===== config.mk =====
export PLATFORM = sky130hd
export DESIGN_NAME = digit_encode_hlsm
export DESIGN_NICKNAME = d
export VERILOG_FILES = /design/src/rtl/digit_encode_hlsm.sv
export SDC_FILE = /design/constraint.sdc
export NUM_CORES = 1
export LEC_CHECK = 0
export ABC_CLOCK_PERIOD_IN_PS = 1120
export BUFFER_PORTS_ARGS = -buffer_cell sky130_fd_sc_hd__buf_2
export CAP_MARGIN = 20
export CORE_MARGIN = 2
export CORE_UTILIZATION = 35
export DETAILED_ROUTE_END_ITERATION = 6
export GPL_ROUTABILITY_DRIVEN = 0
export GPL_TIMING_DRIVEN = 0
export PLACE_DENSITY_LB_ADDON = 0.25
export SYNTH_ARGS = -nofsm -noshare
export SYNTH_HDL_FRONTEND = slang
export SYNTH_SLANG_ARGS = --single-unit

===== constraint.sdc =====
create_clock -name Clk -period 1.12 [get_ports Clk]
set_input_delay 0.224 -clock Clk [delete_from_list [all_inputs] [get_ports Clk]]
set_output_delay 0.224 -clock Clk [all_outputs]
set_load 0.01 [all_outputs]

===== src/rtl/digit_encode_hlsm.sv =====
// Purpose: scans a DEPTH-entry register file and rewrites every entry holding 0..9 as its ASCII digit.
// Latency: FIN entered 66+N edges after go is sampled (DEPTH=16, N = entries converted); done pulses for one cycle.
// Backpressure: none; go is only looked at in IDLE, and the register file must answer reads combinationally.
module digit_encode_hlsm #(
    parameter int BASE  = 48,
    parameter int DEPTH = 16
) (
    input  logic       Clk,
    input  logic       Rst,
    input  logic       go,
    output logic       R_en,
    output logic [3:0] R_Addr,
    input  logic [7:0] R_Data,
    output logic       W_en,
    output logic [3:0] W_Addr,
    output logic [7:0] W_Data,
    output logic [4:0] count,
    output logic       busy,
    output logic       done
);

    typedef enum logic [2:0] {
        S_IDLE,
        S_INIT,
        S_CHECK,
        S_READ,
        S_TEST,
        S_WRITE,
        S_NEXT,
        S_FIN
    } state_t;

    localparam logic [4:0] DEPTH_L = 5'(DEPTH);
    localparam logic [7:0] BASE_L  = 8'(BASE);
    localparam logic [7:0] MAX_DIG = 8'd9;

    state_t     state;
    logic [4:0] i;
    logic [7:0] temp;

    // State walk plus registered Moore outputs: each output register is loaded with
    // the value belonging to the state being entered, so it is valid for that whole state.
    always_ff @(posedge Clk) begin
        if (Rst) begin
            state  <= S_IDLE;
            i      <= '0;
            temp   <= '0;
            count  <= '0;
            R_en   <= 1'b0;
            R_Addr <= '0;
            W_en   <= 1'b0;
            W_Addr <= '0;
            W_Data <= '0;
            busy   <= 1'b0;
            done   <= 1'b0;
        end else begin
            R_en   <= 1'b0;
            R_Addr <= '0;
            W_en   <= 1'b0;
            W_Addr <= '0;
            W_Data <= '0;
            done   <= 1'b0;
            case (state)
                S_IDLE: begin
                    if (go) begin
                        state <= S_INIT;
                        busy  <= 1'b1;
                    end
                end
                S_INIT: begin
                    i     <= '0;
                    count <= '0;
                    state <= S_CHECK;
                end
                S_CHECK: begin
                    if (i < DEPTH_L) begin
                        state  <= S_READ;
                        R_en   <= 1'b1;
                        R_Addr <= i[3:0];
                    end else begin
                        state <= S_FIN;
                        done  <= 1'b1;
                    end
                end
                S_READ: begin
                    temp  <= R_Data;
                    state <= S_TEST;
                end
                S_TEST: begin
                    // Anything above 9 (including existing ASCII digits) is left alone.
                    if (temp <= MAX_DIG) begin
                        state  <= S_WRITE;
                        W_en   <= 1'b1;
                        W_Addr <= i[3:0];
                        W_Data <= temp + BASE_L;
                    end else begin
                        state <= S_NEXT;
                    end
                end
                S_WRITE: begin
                    count <= count + 5'd1;
                    state <= S_NEXT;
                end
                S_NEXT: begin
                    i     <= i + 5'd1;
                    state <= S_CHECK;
                end
                S_FIN: begin
                    state <= S_IDLE;
                    busy  <= 1'b0;
                end
                default: begin
                    state <= S_IDLE;
                    busy  <= 1'b0;
                end
            endcase
        end
    end

endmodule

==> reports/qor.yml <==
run_status:
  outcome: "finished, violations left"
  violations: "setup timing"
flow_run:
  max-cap-violations: 0
timing:
  holdWs_ps: 164
  finalCritPeriodShare_pct: 109
  finalSetupViolCount: 22
  final_max_slew_viol_count: 0
  tightest_slew_ps: 553
  tns_ps: -1200
  min_period_ps: 1220
  slew_headroom_pct: 63.1
  fin_skew_ps: 4.53
  layout_setup_ws_ps: -103
  rsz0062_at_grt: "yes"
  fmax_mhz: 817
  hold_viol: 0
setup_path:
  path_delay_family: "compound AO/OA/AOI/OAI gates"
  start_kind: "flop"
  reg2reg_slack_ps: -100
  crit_required_ps: 1310
  critPathArrivalTime_ps: 1420
  critPathLaunch: "state[2]"
  critPathBufInv: 1
  crit_chain: "buf_6 > and3_4 > a31oi_4 > a2111oi_4"
  critPathCaptureType: "flop"
  reg2reg_from: "state[2]"
  critical_path_class: "reg -> reg"
  critPathCapture: "i[4]"
  critical_path.slowest_cell: "dfxtp_2"
  critical_path_cell_count: 4
  reg2reg_depth: 4
  reg2reg_to: "i[4]"
  max_stage_delay_ps: 370
  critical_path_peak_fanout: 8
logic_synthesis:
  ys_ff_latch: 41
  synth_async_sr_flop_share_pct: 0
  ys_types: 37
  ys_warn_count: 0
  synth_area_leaders: "dfxtp_1 52%, and2_1 5.2%, mux2i_1 5.1%"
  ys.flop_type: "dfxtp_1"
  syn_area_per_cell_um2: 9.88
  netlist_area_um2: 1570
  yosysSeqAreaShare_pct: 52.2
  synth_top_area_cell: "dfxtp_1"
  synth_cells: 159
  synth_top_area_share_pct: 52.2
  synth_edf_count: 0
global_routing:
  grt_use_met2_pct: 21.6
  grt_start_max_net_pins: 13
  use_met1_pct: 16.3
  grt.total_usage_pct: 13.6
  grt_overflow: 0
  antenna_found_initial: 0
  grt_pass1_vias: 1196
  busiest_layer: "met2"
  grt_first_pass_wirelength_um: 5340
  met3_usage_pct: 4.42
power:
  intPower_w: 0.00242
  power.share.clock_pct: 39.0
  power_density_nw_per_um2: 1390
  p_comb_share_pct: 12.6
  leakagePower_nw: 0.976
  seqPwrFrac_pct: 48.4
  swShare_pct: 22.7
  max-vdd-ir-drop_v: 0.000675
  p_sw_w: 0.000710
min_path:
  hp-class: "in -> reg"
detailed_routing:
  vias_per_cell: 4.91
  vias: 1321
  firstDrtPassIters: 6
  drc: 0
  wl_um: 3530
  antenna_left: 0
  drt-initial-drc-count: 53
  wl_per_cell_um: 13.1
floorplanning:
  die-area_um2: 5040
  design.core.area_um2: 4350
  io_pins: 36
  die_w_um: 71.0
  fp-row-count: 24
  die_h_um: 71.0
  initial_utilization_pct: 36.1
clock_network:
  cts_inserted_buffers: 5
  cts_root_buffer: "clkbuf_8"
  cts_buffer_depth: 2
  clk_pin_slew_ps: 80
  cts_max_level: 2
  ctsHoldBuffers: 0
  cts_sinks: 41
  worstSkewPairLatency_ps: 290
  cts_tree: "built"
finish:
  drive_gt1_share_pct: 43.3
  syn_to_final_growth_pct: 43.9
  diodes: 0
  fin_util_pct: 52.0
  finalNetCount: 230
placement:
  place.port_buffers: 35
  dp_hpwl_um: 2080
-- metal layers --
layer	vias up	part of all wire [%]	routed length (um)
met5	-	0	0
met3	4	4.6	164
met2	34	49	1740
met4	0	2.0	69
li1	661	-	-
met1	622	44	1560
-- area by class of cell --
cell class	count	area, um2
plain buffers	8	87.6
clock buffers	7	86.3
clock inverters	1	30.0
fillers	405	2090
inverters	2	7.51
multi-input cells	107	816
flip-flops and latches	41	848
well taps	52	65.1
repair buffers	51	322
-- how the worst min path moves through the flow --
stage / slack, ps / end / cells after the start / start
after floorplan: 290 / i[1] / 1 / Rst
after global placement: 450 / W_Data[0] / 1 / temp[0]
after detailed placement: 460 / W_Data[0] / 1 / temp[0]
after CTS: 160 / temp[5] / 3 / R_Data[5]
after global routing: 170 / temp[6] / 3 / R_Data[6]
final: 160 / temp[4] / 3 / R_Data[4]
-- kinds of logic (layout without fill, tap and decap cells) --
| logic type | after synthesis | after routing | synth area share, % |
|---|---|---|---|
| and+or+nand+nor | 69 | 69 | 25.6 |
| adders and majority gates | 3 | 3 | 2.39 |
| muxes | 8 | 8 | 5.10 |
| DFF | 41 | 41 | 52.2 |
| buffers and inverters | 12 | 69 | 4.38 |
| other | 1 | 2 | 0.239 |
| AOI/OAI and AO/OA | 25 | 25 | 10.1 |
-- cell usage in the layout, fill, tap and decap left out, drive strengths merged, types with 3 or more instances in the layout --
| cell | instances |
|---|---|
| buf | 57 |
| dfxtp | 41 |
| and2 | 13 |
| nor2 | 12 |
| a21oi | 10 |
| nand2 | 9 |
| clkbuf | 9 |
| mux2i | 8 |
| nor2b | 6 |
| nand3b | 5 |
| nand2b | 5 |
| o21ai | 5 |
| or3 | 3 |
| ha | 3 |
| nor4 | 3 |
-- power groups by stage --
stage	Combinational (W)	Clock (W)	Sequential, W
after floorplan	0.000196	0	0.00155
after global placement	0.000283	0	0.00154
after detailed placement	0.000282	0	0.00154
after CTS	0.000284	0.00125	0.00153
after global routing	0.000423	0.00129	0.00152
final	0.000394	0.00122	0.00152
-- timing repair --
action	4_1_cts	5_1_grt
pin swaps	15	9
buffers inserted	7	8
resized for setup	29	25
setup endpoints to repair	33	36
gates cloned	1	0
-- worst reg2reg max path: cells and delay by family (launching register included) --
kind,cells,cell delay (ps)
AND/OR/NAND/NOR,1,210
buffers and inverters,1,150
flip-flops,1,370
AO/OA/AOI/OAI,2,400
-- state kept, by name, summed over array words and instances (netlist names) --
signal and flops:
W_Data 8, temp 8, count 5, i 5
R_Addr 4, W_Addr 4, state 3, R_en 1
W_en 1, busy 1, done 1
-- synth_stat cells, drive strengths merged, types with 2 or more instances --
cell type	instances
clkbuf	2
ha	3
and3	2
nor4	3
o21ai	5
nor3	2
buf	8
dfxtp	41
a31oi	2
nand4	2
nand3b	5
a2111oi	2
nand3	2
a21oi	10
and2	13
nand2b	5
o21a	2
nand2	9
inv	2
nor2b	6
or3	3
mux2i	8
nor2	12
-- per-stage QoR --
stage	worst slack [ps]	power [W]	area (um2)	std cells
4_1_cts	-57.5	0.00306	2090	261
2_1_floorplan	-47.5	0.00174	1600	160
6_report	-103	0.00313	2260	269
5_1_grt	-167	0.00323	2260	269
3_3_place_gp	-153	0.00182	1840	247
3_5_place_dp	-161	0.00182	1840	247
Note: power is estimated with default switching activity, not from simulation.
